**src/rtl/pipe_skid_reg_pkg.sv**
```systemverilog
// Shared types and constants for the pipe_skid_reg output elastic stage.
package pipe_pkg;

  localparam int unsigned STALL_CNT_W = 16;

  typedef enum logic [1:0] {
    EMPTY = 2'd0,
    ONE   = 2'd1,
    FULL  = 2'd2
  } skid_state_t;

endpackage

```
**src/rtl/pipe_skid_reg_if.sv**
```systemverilog
// Valid/ready handshake bundle around pipe_skid_reg: upstream in_* side and downstream out_* side.
interface pipe_skid_reg_if #(
  parameter int unsigned DATA_W = 18
);

  logic              in_valid;
  logic              in_ready;
  logic [DATA_W-1:0] in_data;
  logic              out_valid;
  logic              out_ready;
  logic [DATA_W-1:0] out_data;

  modport master (
    output in_valid, in_data, out_ready,
    input  in_ready, out_valid, out_data
  );

  modport slave (
    input  in_valid, in_data, out_ready,
    output in_ready, out_valid, out_data
  );

endinterface

```
**src/rtl/pipe_skid_reg_en_reg.sv**
```systemverilog
// Load-enable data register with asynchronous active-high clear to zero.
module pipe_en_reg #(
  parameter int unsigned DATA_W = 18
) (
  input  logic              clk,
  input  logic              rst,
  input  logic              en,
  input  logic [DATA_W-1:0] d,
  output logic [DATA_W-1:0] q
);

  always_ff @(posedge clk or posedge rst) begin
    if (rst) begin
      q <= '0;
    end else if (en) begin
      q <= d;
    end
  end

endmodule

```
**src/rtl/pipe_skid_reg.sv**
```systemverilog
// Two-entry (main + skid) output elastic stage with registered in_ready; BYPASS=1 makes it a wire.
// Optional stall counter output enabled by defining PIPE_SKID_STATS_EN.
module pipe_skid_reg
  import pipe_pkg::*;
#(
  parameter int unsigned DATA_W = 18,
  parameter bit          BYPASS = 1'b0
) (
  input  logic                   clk,
  input  logic                   rst,
  input  logic                   flush,
  pipe_skid_reg_if.slave         bus
`ifdef PIPE_SKID_STATS_EN
  ,
  output logic [STALL_CNT_W-1:0] stall_cnt
`endif
);

  skid_state_t       state_q, state_d;
  logic              in_ready_q, in_ready_d;
  logic              main_ld, skid_ld, main_from_skid;
  logic [DATA_W-1:0] main_d, main_q, skid_q;
  logic              reg_out_valid;
  logic              accept, pop;

  assign reg_out_valid = (state_q != EMPTY);
  assign accept        = bus.in_valid & in_ready_q;
  assign pop           = reg_out_valid & bus.out_ready;

  always_comb begin
    state_d        = state_q;
    main_ld        = 1'b0;
    skid_ld        = 1'b0;
    main_from_skid = 1'b0;
    if (flush) begin
      state_d = EMPTY;
    end else begin
      unique case (state_q)
        EMPTY: begin
          if (accept) begin
            main_ld = 1'b1;
            state_d = ONE;
          end
        end
        ONE: begin
          if (accept && pop) begin
            main_ld = 1'b1;
          end else if (accept) begin
            skid_ld = 1'b1;
            state_d = FULL;
          end else if (pop) begin
            state_d = EMPTY;
          end
        end
        FULL: begin
          if (pop) begin
            main_ld        = 1'b1;
            main_from_skid = 1'b1;
            state_d        = ONE;
          end
        end
        default: state_d = EMPTY;
      endcase
    end
    // in_ready is a flop: it reflects whether the next state leaves a free slot
    in_ready_d = (state_d != FULL);
  end

  assign main_d = main_from_skid ? skid_q : bus.in_data;

  always_ff @(posedge clk or posedge rst) begin
    if (rst) begin
      state_q    <= EMPTY;
      in_ready_q <= 1'b0;
    end else begin
      state_q    <= state_d;
      in_ready_q <= in_ready_d;
    end
  end

  pipe_en_reg #(.DATA_W(DATA_W)) u_main_reg (
    .clk (clk),
    .rst (rst),
    .en  (main_ld),
    .d   (main_d),
    .q   (main_q)
  );

  pipe_en_reg #(.DATA_W(DATA_W)) u_skid_reg (
    .clk (clk),
    .rst (rst),
    .en  (skid_ld),
    .d   (bus.in_data),
    .q   (skid_q)
  );

  // With BYPASS set the registered path is left unobserved and trims away
  assign bus.out_valid = BYPASS ? bus.in_valid  : reg_out_valid;
  assign bus.out_data  = BYPASS ? bus.in_data   : main_q;
  assign bus.in_ready  = BYPASS ? bus.out_ready : in_ready_q;

`ifdef PIPE_SKID_STATS_EN
  localparam logic [STALL_CNT_W-1:0] CNT_ONE = {{(STALL_CNT_W-1){1'b0}}, 1'b1};

  logic [STALL_CNT_W-1:0] stall_cnt_q, stall_cnt_d;
  logic                   stall;

  assign stall = bus.out_valid & ~bus.out_ready;

  always_comb begin
    stall_cnt_d = stall_cnt_q;
    if (flush) begin
      stall_cnt_d = '0;
    end else if (stall && (stall_cnt_q != '1)) begin
      stall_cnt_d = stall_cnt_q + CNT_ONE;
    end
  end

  always_ff @(posedge clk or posedge rst) begin
    if (rst) begin
      stall_cnt_q <= '0;
    end else begin
      stall_cnt_q <= stall_cnt_d;
    end
  end

  assign stall_cnt = stall_cnt_q;
`endif

endmodule

```
**src/flat_wrapper.sv**
```systemverilog
// flat-port wrapper written by rule: the top's interface ports become plain ports
module pipe_skid_reg_flat import pipe_pkg::*;
#(
  parameter int unsigned DATA_W = 18,
  parameter bit          BYPASS = 1'b0
)
  (clk, rst, flush, bus_in_valid, bus_in_data, bus_out_ready, bus_in_ready, bus_out_valid, bus_out_data);
  pipe_skid_reg_if #(.DATA_W(DATA_W)) bus_i ();
  input  logic clk;
  input  logic rst;
  input  logic flush;
  input wire logic [$bits(bus_i.in_valid)-1:0] bus_in_valid;
  input wire logic [$bits(bus_i.in_data)-1:0] bus_in_data;
  input wire logic [$bits(bus_i.out_ready)-1:0] bus_out_ready;
  output wire logic [$bits(bus_i.in_ready)-1:0] bus_in_ready;
  output wire logic [$bits(bus_i.out_valid)-1:0] bus_out_valid;
  output wire logic [$bits(bus_i.out_data)-1:0] bus_out_data;
  assign bus_i.in_valid = bus_in_valid;
  assign bus_i.in_data = bus_in_data;
  assign bus_i.out_ready = bus_out_ready;
  assign bus_in_ready = bus_i.in_ready;
  assign bus_out_valid = bus_i.out_valid;
  assign bus_out_data = bus_i.out_data;
  pipe_skid_reg #(.DATA_W(DATA_W), .BYPASS(BYPASS)) u_core (.clk(clk), .rst(rst), .flush(flush), .bus(bus_i));
endmodule
```
**config.mk**
```make
export PLATFORM = sky130hd
export DESIGN_NAME = pipe_skid_reg_flat
export DESIGN_NICKNAME = d
export VERILOG_FILES = /design/src/rtl/pipe_skid_reg_pkg.sv /design/src/rtl/pipe_skid_reg_if.sv /design/src/rtl/pipe_skid_reg_en_reg.sv /design/src/rtl/pipe_skid_reg.sv /design/src/flat_wrapper.sv
export SDC_FILE = /design/constraint.sdc
export NUM_CORES = 1
export LEC_CHECK = 0
export ABC_AREA = 1
export BUFFER_PORTS_ARGS = -buffer_cell sky130_fd_sc_hd__buf_2
export CORE_ASPECT_RATIO = 1.5
export CORE_MARGIN = 3
export CORE_UTILIZATION = 50
export DETAILED_ROUTE_END_ITERATION = 10
export MAX_ROUTING_LAYER = met4
export PLACE_DENSITY = 0.75
export SLEW_MARGIN = 25
export SYNTH_ARGS = -nofsm -noshare
export SYNTH_HDL_FRONTEND = slang
export SYNTH_SLANG_ARGS = --single-unit
```
**constraint.sdc**
```tcl
create_clock -name clk -period 1.6 [get_ports clk]
set_clock_uncertainty 0.05 [all_clocks]
set_input_delay 0.16 -clock clk [delete_from_list [all_inputs] [get_ports clk]]
set_output_delay 0.16 -clock clk [all_outputs]
set_load 0.05 [all_outputs]
```
==> results.md, run 1 <==
- Synth Instances: 234
- Initial Util: 53.1%
- Worst r2r src: u_core.state_q[1]
- Adder-Cell Fraction of Synth Area: 0%
- Drt pass-1 iters: 4
- Critical Path AT: 1.52 ns
- Via Count: 1625
- Slew Limit Fails: 0
- Synth top area share: 53.3%
- Final ANT Viol Nets: 0
- Commonest non-fill, non-tap cell in the layout: nand2_1
- R2R Setup Slk: 0.21 ns
- Post-synthesis compound-gate area fraction: 6.28%
- Initial DRC count: 36
- Status: completed
- Pwr per Cell Area: 1310 nW/µm²
- Cell with the largest stage delay on the worst path: dfrtp_1
- Post-Syn Area: 1830 µm²
- CTS resizes: 0
- CTS tree: built
- Ys flop type: dfrtp_1
- Crit-path cells: inv_2, nor2_4, nand2_4, nand2_1, nand2_1, nand2_1, nand2_1
- Buffers added on ports: 42
- Hold Crit Depth: 3
- Worst setup EP type: flip-flop
- Critical path class: reg2reg
- Row cnt: 26
- Layout Area Growth over Synthesis: 21.1%
- WL/cell: 12.5 µm
- Number of remaining DRC errors: 0
- Setup TNS: 0 ns
- Highest-count cells in the layout ignoring fill and taps: nand2_1 (112), buf_2 (42), dfrtp_1 (39)
- Post-synth EDFFs: 0
- Critical path's largest stage delay: 0.45 ns
- Post-Syn Nets: 257
- Post-DP HPWL: 2840 µm
- Pre-CTS WS: 0.233 ns
- Yosys cell types: 18
- Die area: 4440 µm²
- Maximum clock frequency: 721 MHz
- Layout cell share with drive strength beyond 1: 24.8%
- Post-route worst setup slack: 0.212 ns
- Longest Clk Path Bufs: 2
- Setup violators final: 0
- Worst slew pin tran: 0.497 ns
- Final Cycle Share: 86.7%
- Placeable Area: 3450 µm²
- Hold-fix buffers, CTS: 1
- Sequential area share after synthesis: 53.3%
- Tightest Hold Check Type: in2reg
- Max cap viols: 0
- Hold Startpoint: bus_in_data[4]
- Clk pin slew, worst setup/hold paths: 0.08 ns
- Unrepaired setup endpoints after global routing: false
- Most frequent CP cell: nand2_1
- H-tree levels: 2
- Initial antenna violation count: 0
- Total GRT Usage: 21.2%
- Hold endpoint: u_core.u_skid_reg.q[4]
- Fin util: 64.3%
- Vias in the first global route: 1612
- Hold Slack: 0.0496 ns
- Reg2reg path depth: 7
- Synthesized area per cell: 7.83 µm²
- Worst vdd ir: 834 µV
- Largest area contributor in the netlist: dfrtp_1
- Final Critical Period: 1.39 ns
- # Post-CTS Setup Buffers: 0
- Crit start category: flip-flop
- Synth warn: 0
- Synth Area in XOR/XNOR: 0%
- Die Span Y: 80.1 µm
- Largest family of logic cells by synthesized area: simple AND/OR/NAND/NOR gates
- Post-synthesis mux area share: 0%
- FF-to-FF End: u_core.u_main_reg.q[5]
- Via density: 4.95
- Total Wirelength: 4110 µm
- Synth async-reset ratio: 100%
- Synth Register Bits: 39
- Final hold viol count: 0
- # IOs: 43
- Global placement routability congestion: 0.836
- Grt total ovfl: 0
- Ant. Diodes: 0
- Crit path required time: 1.73 ns
- Critical path fanouts, max: 18
- Slew HR: 66.9%
- CTS Buf Count: 5
- Largest net degree at the start of global routing: 40
- Area contributors post-synth: dfrtp_1 (53%), nand2_1 (23%), nand3_1 (4.9%)
- Horiz. Die Dim: 55.4 µm
- First-pass GRT wire length: 7220 µm
- Root buffer cell: clkbuf_8
- Leak: 1.32 nW
- # clock sinks: 39
- Simple logic cell fraction of the synthesized area: 32.1%
- Layout Nets: 308
- Skew-Pair Late Insertion Delay: 0.30 ns
[power breakdown]
group | leakage [nW] | switching [mW] | total (mW) | internal (mW)
Clock | 0.0402 | 0.360 | 0.663 | 0.303
Combinational | 0.787 | 0.634 | 0.879 | 0.245
Sequential | 0.488 | 0.138 | 1.36 | 1.22
[metrics by stage]
step           total power [mW]  std cells  instance area, µm²
3_3_place_gp               2.24        319                2120
3_5_place_dp               2.26        319                2120
5_1_grt                    3.07        328                2220
2_1_floorplan              2.01        234                1830
4_1_cts                    2.92        328                2220
6_report                   2.90        328                2220
[cells by family (layout without fill, tap and decap cells)]
kind of cell,after synthesis,count (layout)
AND/OR/NAND/NOR,140,140
flip-flops,39,39
buffers and inverters,34,86
AO/OA/AOI/OAI,21,21
[metal layers]
layer	vias up	GRT usage, %	part of all wire (%)
met4	0	8.76	1.3
met1	758	24.8	43
met2	40	36.1	51
met3	4	3.86	4.5
met5	-	-	0
li1	823	-	-
[state kept, by name (all words and copies together) (netlist names)]
register / flops
u_core.bus.in_ready: 1
u_core.state_q: 2
u_core.u_main_reg.q: 18
u_core.u_skid_reg.q: 18
[worst max-delay path, delay by kind of cell (launching register included)]
| kind | cells | cell delay [ns] |
|---|---|---|
| AND/OR/NAND/NOR | 6 | 0.68 |
| flip-flops | 1 | 0.45 |
| buffers and inverters | 1 | 0.09 |
[worst max path at each step]
stage / depth (start not counted) / to / start / slack (ns)
detailed placement: 7 / u_core.u_main_reg.q[0] / u_core.state_q[1] / 0.23
global placement: 6 / u_core.u_main_reg.q[0] / u_core.state_q[0] / 0.30
global route: 7 / u_core.u_main_reg.q[15] / u_core.state_q[1] / 0.07
floorplan: 6 / u_core.u_skid_reg.q[13] / u_core.bus.in_ready / 0.08
CTS: 7 / u_core.u_main_reg.q[5] / u_core.state_q[1] / 0.22
finish: 7 / u_core.u_main_reg.q[5] / u_core.state_q[1] / 0.21
[synthesized netlist by cell type (2+ instances only)]
cell type  number
inv_1          22
dfrtp_1        39
buf_6           2
nor2_1          3
nand3_2         2
nand2_1       112
o21ai_1        18
buf_2           5
nand3_1        18
inv_2           4
nor2_4          2
[cell type report]
| class | count | area [µm²] |
|---|---|---|
| clock inverters | 3 | 20.0 |
| flip-flops and latches | 39 | 976 |
| inverters | 26 | 97.6 |
| well taps | 42 | 52.6 |
| multi-input cells | 161 | 703 |
| fillers | 326 | 1230 |
| clock buffers | 5 | 68.8 |
| repair buffers | 52 | 300 |
No activity file was read; power rests on OpenSTA's default activity.
==> run 2, diff against run 1 <==
ABC_AREA = unset   (was 1)
PLACE_DENSITY = 0.76   (was 0.75)
==> results.md, run 2 <==
- Status: completed
- Die area: 4190 µm²
- Flip-flop and latch area: 977 µm²
- Final hold viol count: 0
- Final Critical Period: 1.47 ns
- Synth Register Bits: 39
- Number of remaining DRC errors: 0
- Layout cell share with drive strength beyond 1: 41.8%
- Largest area contributor in the netlist: dfrtp_1
- Tot Pwr: 2.80 mW
- Leak: 0.914 nW
- Via Count: 1166
- Area of the multi-input gates: 687 µm²
- Max cap viols: 0
- Critical Path AT: 1.26 ns
- Worst slew pin tran: 0.496 ns
- Total Wirelength: 3140 µm
- Initial antenna violation count: 0
- Post-DP Area: 1990 µm²
- Grt total ovfl: 0
- Crit start category: flip-flop
- Critical path fanouts, max: 8
- Post-Syn Nets: 158
- Design area: 2090 µm²
- Post-Layout Cell Count: 224
- CTS resizes: 0
- Initial DRC count: 26
- Setup TNS: 0 ns
- Highest-count cells in the layout ignoring fill and taps: buf_2 (42), dfrtp_1 (38), mux2i_1 (19), nor2_1 (19), a21oi_1 (18)
- Most frequent cell after synthesis: dfrtp_1
- # Post-CTS Setup Buffers: 0
- Placed Cells: 216
- # IOs: 43
- Synthesized area per cell: 12.7 µm²
- Commonest non-fill, non-tap cell in the layout: buf_2
- Worst setup EP type: output port
- Largest net degree at the start of global routing: 40
- Ys flop type: dfrtp_1
- Fillcell total: 243
- Longest Clk Path Bufs: 2
- Ant. Diodes: 0
- Slew Limit Fails: 0
- H-tree levels: 2
- Initial Util: 53.3%
- Synth async-reset ratio: 100%
- Skew-Pair Late Insertion Delay: 0.28 ns
- Clk pin slew, worst setup/hold paths: 0.07 ns
- Slew HR: 67.0%
- Horiz. Die Dim: 53.9 µm
- Crit path required time: 1.39 ns
- Post-route worst setup slack: 0.130 ns
- Sequential area share after synthesis: 56.8%
- Post-DP HPWL: 2240 µm
- Final ANT Viol Nets: 0
- Post-Syn Area: 1720 µm²
- Critical path class: reg2out
- Via density: 5.21
- Synth top area share: 56.8%
- Synth Instances: 135
- Row cnt: 25
- Placeable Area: 3220 µm²
- Vias in the first global route: 1241
- Area contributors post-synth: dfrtp_1 (57%), mux2_2 (11%), mux2i_1 (11%)
- Synth warn: 0
- Unrepaired setup endpoints after global routing: false
- Drt pass-1 iters: 4
- WL/cell: 14.0 µm
- Largest regs: u_core.u_main_reg.q (18), u_core.u_skid_reg.q (18), u_core.state_q (2)
- Layout Area Growth over Synthesis: 21.6%
- Layout Nets: 207
- Global placement routability congestion: 0.770
- CTS tree: built
- Yosys cell types: 23
- Die Span Y: 77.8 µm
- # clock sinks: 39
- Setup violators final: 0
- Maximum clock frequency: 680 MHz
- First-pass GRT wire length: 5400 µm
- Final Cycle Share: 91.9%
- Root buffer cell: clkbuf_8
- CTS Buf Count: 5
- Synth top cells by count: dfrtp_1 (39), nor2_1 (20), mux2i_1 (19), a21oi_1 (18), mux2_2 (17)
- Pre-CTS WS: 0.142 ns
- Total GRT Usage: 18.0%
- Pwr per Cell Area: 1340 nW/µm²
- Worst vdd ir: 856 µV
- Post-synth EDFFs: 0
- Tightest Hold Check Type: in2reg
- Buffers added on ports: 42
[run 2: changes by cell type in the layout (fill, tap and decap cells not counted), sizes merged, moves of 2 or more]
cell / before / now
nand3b: 0 / 2
o21ai: 19 / 0
mux2: 0 / 18
a31oi: 0 / 2
nand2: 113 / 1
nor2: 6 / 20
nand3: 20 / 2
buf: 51 / 47
inv: 26 / 1
a21oi: 1 / 18
mux2i: 0 / 19
clkinvlp: 2 / 0
[run 2: power breakdown]
group	switching, mW	leakage, nW	internal, mW
Clock	0.319	0.0470	0.338
Sequential	0.113	0.454	1.22
Combinational	0.534	0.413	0.274
Total	0.966	0.914	1.83
[run 2: cell families after synthesis]
kind of cell / Yosys count / synth area share (%)
and+or+nand+nor: 31 / 9.69
DFF: 39 / 56.8
buffers and inverters: 7 / 3.35
AOI/OAI and AO/OA: 21 / 7.28
muxes: 37 / 22.9
[run 2: layout make-up]
class | instances | area share, %
sequential | 39 | 46.8
multi-input combinational | 89 | 32.9
timing repair buffer | 48 | 13.5
clock buffer | 6 | 3.95
tap | 40 | 2.40
clock inverter | 1 | 0.240
inverter | 1 | 0.180
[run 2: worst paths after layout]
check | startpoint | endpoint | slack [ns] | cells after the start
max in group asynchronous | rst | u_core.bus.in_ready | 0.65 | 4
min in group asynchronous | rst | u_core.u_main_reg.q[13] | 0.48 | 4
hold reg to reg | u_core.u_skid_reg.q[5] | u_core.u_skid_reg.q[5] | 0.46 | 1
setup / recovery | u_core.state_q[1] | bus_out_valid | 0.13 | 2
hold / removal | bus_in_data[5] | u_core.u_skid_reg.q[5] | 0.06 | 2
setup reg to reg | u_core.state_q[1] | u_core.u_main_reg.q[3] | 0.13 | 5
[run 2: what timing repair did]
| item | in CTS | in global routing |
|---|---|---|
| hold buffers | 1 | 0 |
| endpoints found under the hold margin | 39 | 0 |
| endpoints found under the setup margin | 0 | 0 |
[run 2: critical path, stage by stage (launching register included)]
cell     delay [ns]
dfrtp_1        0.46
or2_2          0.31
buf_2          0.21
[run 2: through the flow]
step,util (%),hold WS [ns]
3_5_place_dp,61.8,0.255
2_1_floorplan,-,0.173
4_1_cts,64.8,0.0455
5_1_grt,64.8,0.0505
6_report,64.8,0.0636
3_3_place_gp,61.8,0.234
[run 2: per-layer routing]
| layer | share of wire [%] | GRT usage, % |
|---|---|---|
| met5 | 0 | - |
| met2 | 52 | 28.0 |
| met3 | 5.5 | 5.37 |
| met4 | 1.8 | 8.18 |
| met1 | 41 | 20.8 |
==> run 3, diff against run 2 <==
BUFFER_PORTS_ARGS = unset   (was -buffer_cell sky130_fd_sc_hd__buf_2)
DONT_BUFFER_PORTS = 1   (was unset)
PLACE_DENSITY = unset   (was 0.76)
==> results.md, run 3 (synthesized netlist as in run 2, its figures left out) <==
- Status: completed
- Grt total ovfl: 0
- Initial antenna violation count: 0
- H-tree levels: 2
- R2R Setup Slk: 0.05 ns
- Setup violators final: 0
- Row cnt: 25
- Number of remaining DRC errors: 0
- Total Wirelength: 3550 µm
- Placed Cells: 191
- Worst setup EP type: flip-flop
- Clk pin slew, worst setup/hold paths: 0.07 ns
- Leak: 0.934 nW
- Longest Clk Path Bufs: 2
- Layout Nets: 205
- Post-Layout Cell Count: 223
- Slew Limit Fails: 0
- Maximum clock frequency: 647 MHz
- Layout cell share with drive strength beyond 1: 30.6%
- Drt pass-1 iters: 7
- Crit path required time: 1.72 ns
- First-pass GRT wire length: 5940 µm
- Tightest Hold Check Type: in2reg
- Tot Pwr: 2.92 mW
- Cell with the largest stage delay on the worst path: dfrtp_2
- Total GRT Usage: 20.2%
- Commonest non-fill, non-tap cell in the layout: dfrtp_1
- Worst vdd ir: 905 µV
- Layout Area Growth over Synthesis: 31.1%
- Fin util: 69.9%
- Vias in the first global route: 1268
- Unrepaired setup endpoints after global routing: true
- Fillcell total: 246
- Pre-CTS WS: 0.0885 ns
- Critical Path AT: 1.67 ns
- Largest regs: u_core.u_main_reg.q (18), u_core.u_skid_reg.q (18), u_core.state_q (2)
- Final hold viol count: 0
- Via density: 5.26
- Root buffer cell: clkbuf_8
- Setup TNS: 0 ns
- Critical path fanouts, max: 18
- Via Count: 1174
- FF-to-FF End: u_core.u_skid_reg.q[5]
- Buffers added on ports: 0
- Post-DP Area: 1910 µm²
- Pwr per Cell Area: 1300 nW/µm²
- Placeable Area: 3220 µm²
- Design area: 2250 µm²
- Final Critical Period: 1.55 ns
- Highest-count cells in the layout ignoring fill and taps: dfrtp_1 (37), dlygate4sd3_1 (22), buf_4 (22)
- Crit start category: flip-flop
- Critical path's largest stage delay: 0.41 ns
- Hold Slack: 0.0351 ns
- Critical path class: reg2reg
- Skew-Pair Late Insertion Delay: 0.29 ns
- Ant. Diodes: 0
- Crit path to: u_core.u_skid_reg.q[5]
- Origin of the worst setup path: u_core.bus.in_ready
- CTS tree: built
- Reg2reg path depth: 5
- Slew HR: 67.8%
- Worst r2r src: u_core.bus.in_ready
- Worst slew pin tran: 0.483 ns
- Final Cycle Share: 96.7%
- Max cap viols: 0
- Die Span Y: 77.8 µm
- Crit-path cells: nand2_2, nor2_4, buf_4, nand3_4, mux2_1
- Post-route worst setup slack: 0.0533 ns
- CTS Buf Count: 5
- Global placement routability congestion: 0.672
- Die area: 4190 µm²
- Initial Util: 53.3%
- # clock sinks: 39
- Post-DP HPWL: 2160 µm
- Final ANT Viol Nets: 0
- Initial DRC count: 23
- WL/cell: 15.9 µm
- Horiz. Die Dim: 53.9 µm
- # IOs: 43
- Largest net degree at the start of global routing: 40
==> run 3: cell type report <==
cell class / count / area (µm²) / share of cell area, %
inverter: 1 / 3.75 / 0.167
clock buffer: 8 / 100 / 4.44
sequential: 39 / 978 / 43.4
timing repair buffer: 46 / 425 / 18.9
multi-input combinational: 89 / 694 / 30.8
tap: 40 / 50.0 / 2.22
==> run 3: what timing repair did <==
action | 4_1_cts | 5_1_grt
resized for setup | 0 | 3
hold endpoints to repair | 60 | 1
endpoints found under the setup margin | 0 | 3
hold buffers | 22 | 1
buffers inserted | 0 | 2
==> run 3: worst min-delay path by stage <==
stage                                          to           start  depth (start not counted)  slack (ns)
after CTS                  u_core.u_main_reg.q[4]  bus_in_data[4]                          2        0.03
after floorplan                 u_core.state_q[0]           flush                          1        0.17
final                      u_core.u_main_reg.q[4]  bus_in_data[4]                          2        0.04
after global placement    u_core.u_skid_reg.q[16]             rst                          2        0.14
after global routing       u_core.u_main_reg.q[4]  bus_in_data[4]                          2        0.03
after detailed placement  u_core.u_skid_reg.q[16]             rst                          2        0.16
==> run 3: power by group <==
part           internal (mW)  switching [mW]  total (mW)
sequential              1.22           0.101        1.32
clock                  0.393           0.322       0.715
combinational          0.341           0.550       0.891
==> run 3: worst max-delay path: cells and delay by family (launching register included) <==
| family | cells | cell delay, ns |
|---|---|---|
| muxes | 1 | 0.40 |
| DFF | 1 | 0.41 |
| and+or+nand+nor | 3 | 0.44 |
| buffers and inverters | 1 | 0.13 |
==> run 3: routing by layer <==
metal	vias up	part of all wire, %	global-route usage, %
met5	-	0	-
met3	5	6.3	5.57
met4	0	1.5	8.44
met1	565	40	23.5
met2	38	52	31.9
li1	566	-	-
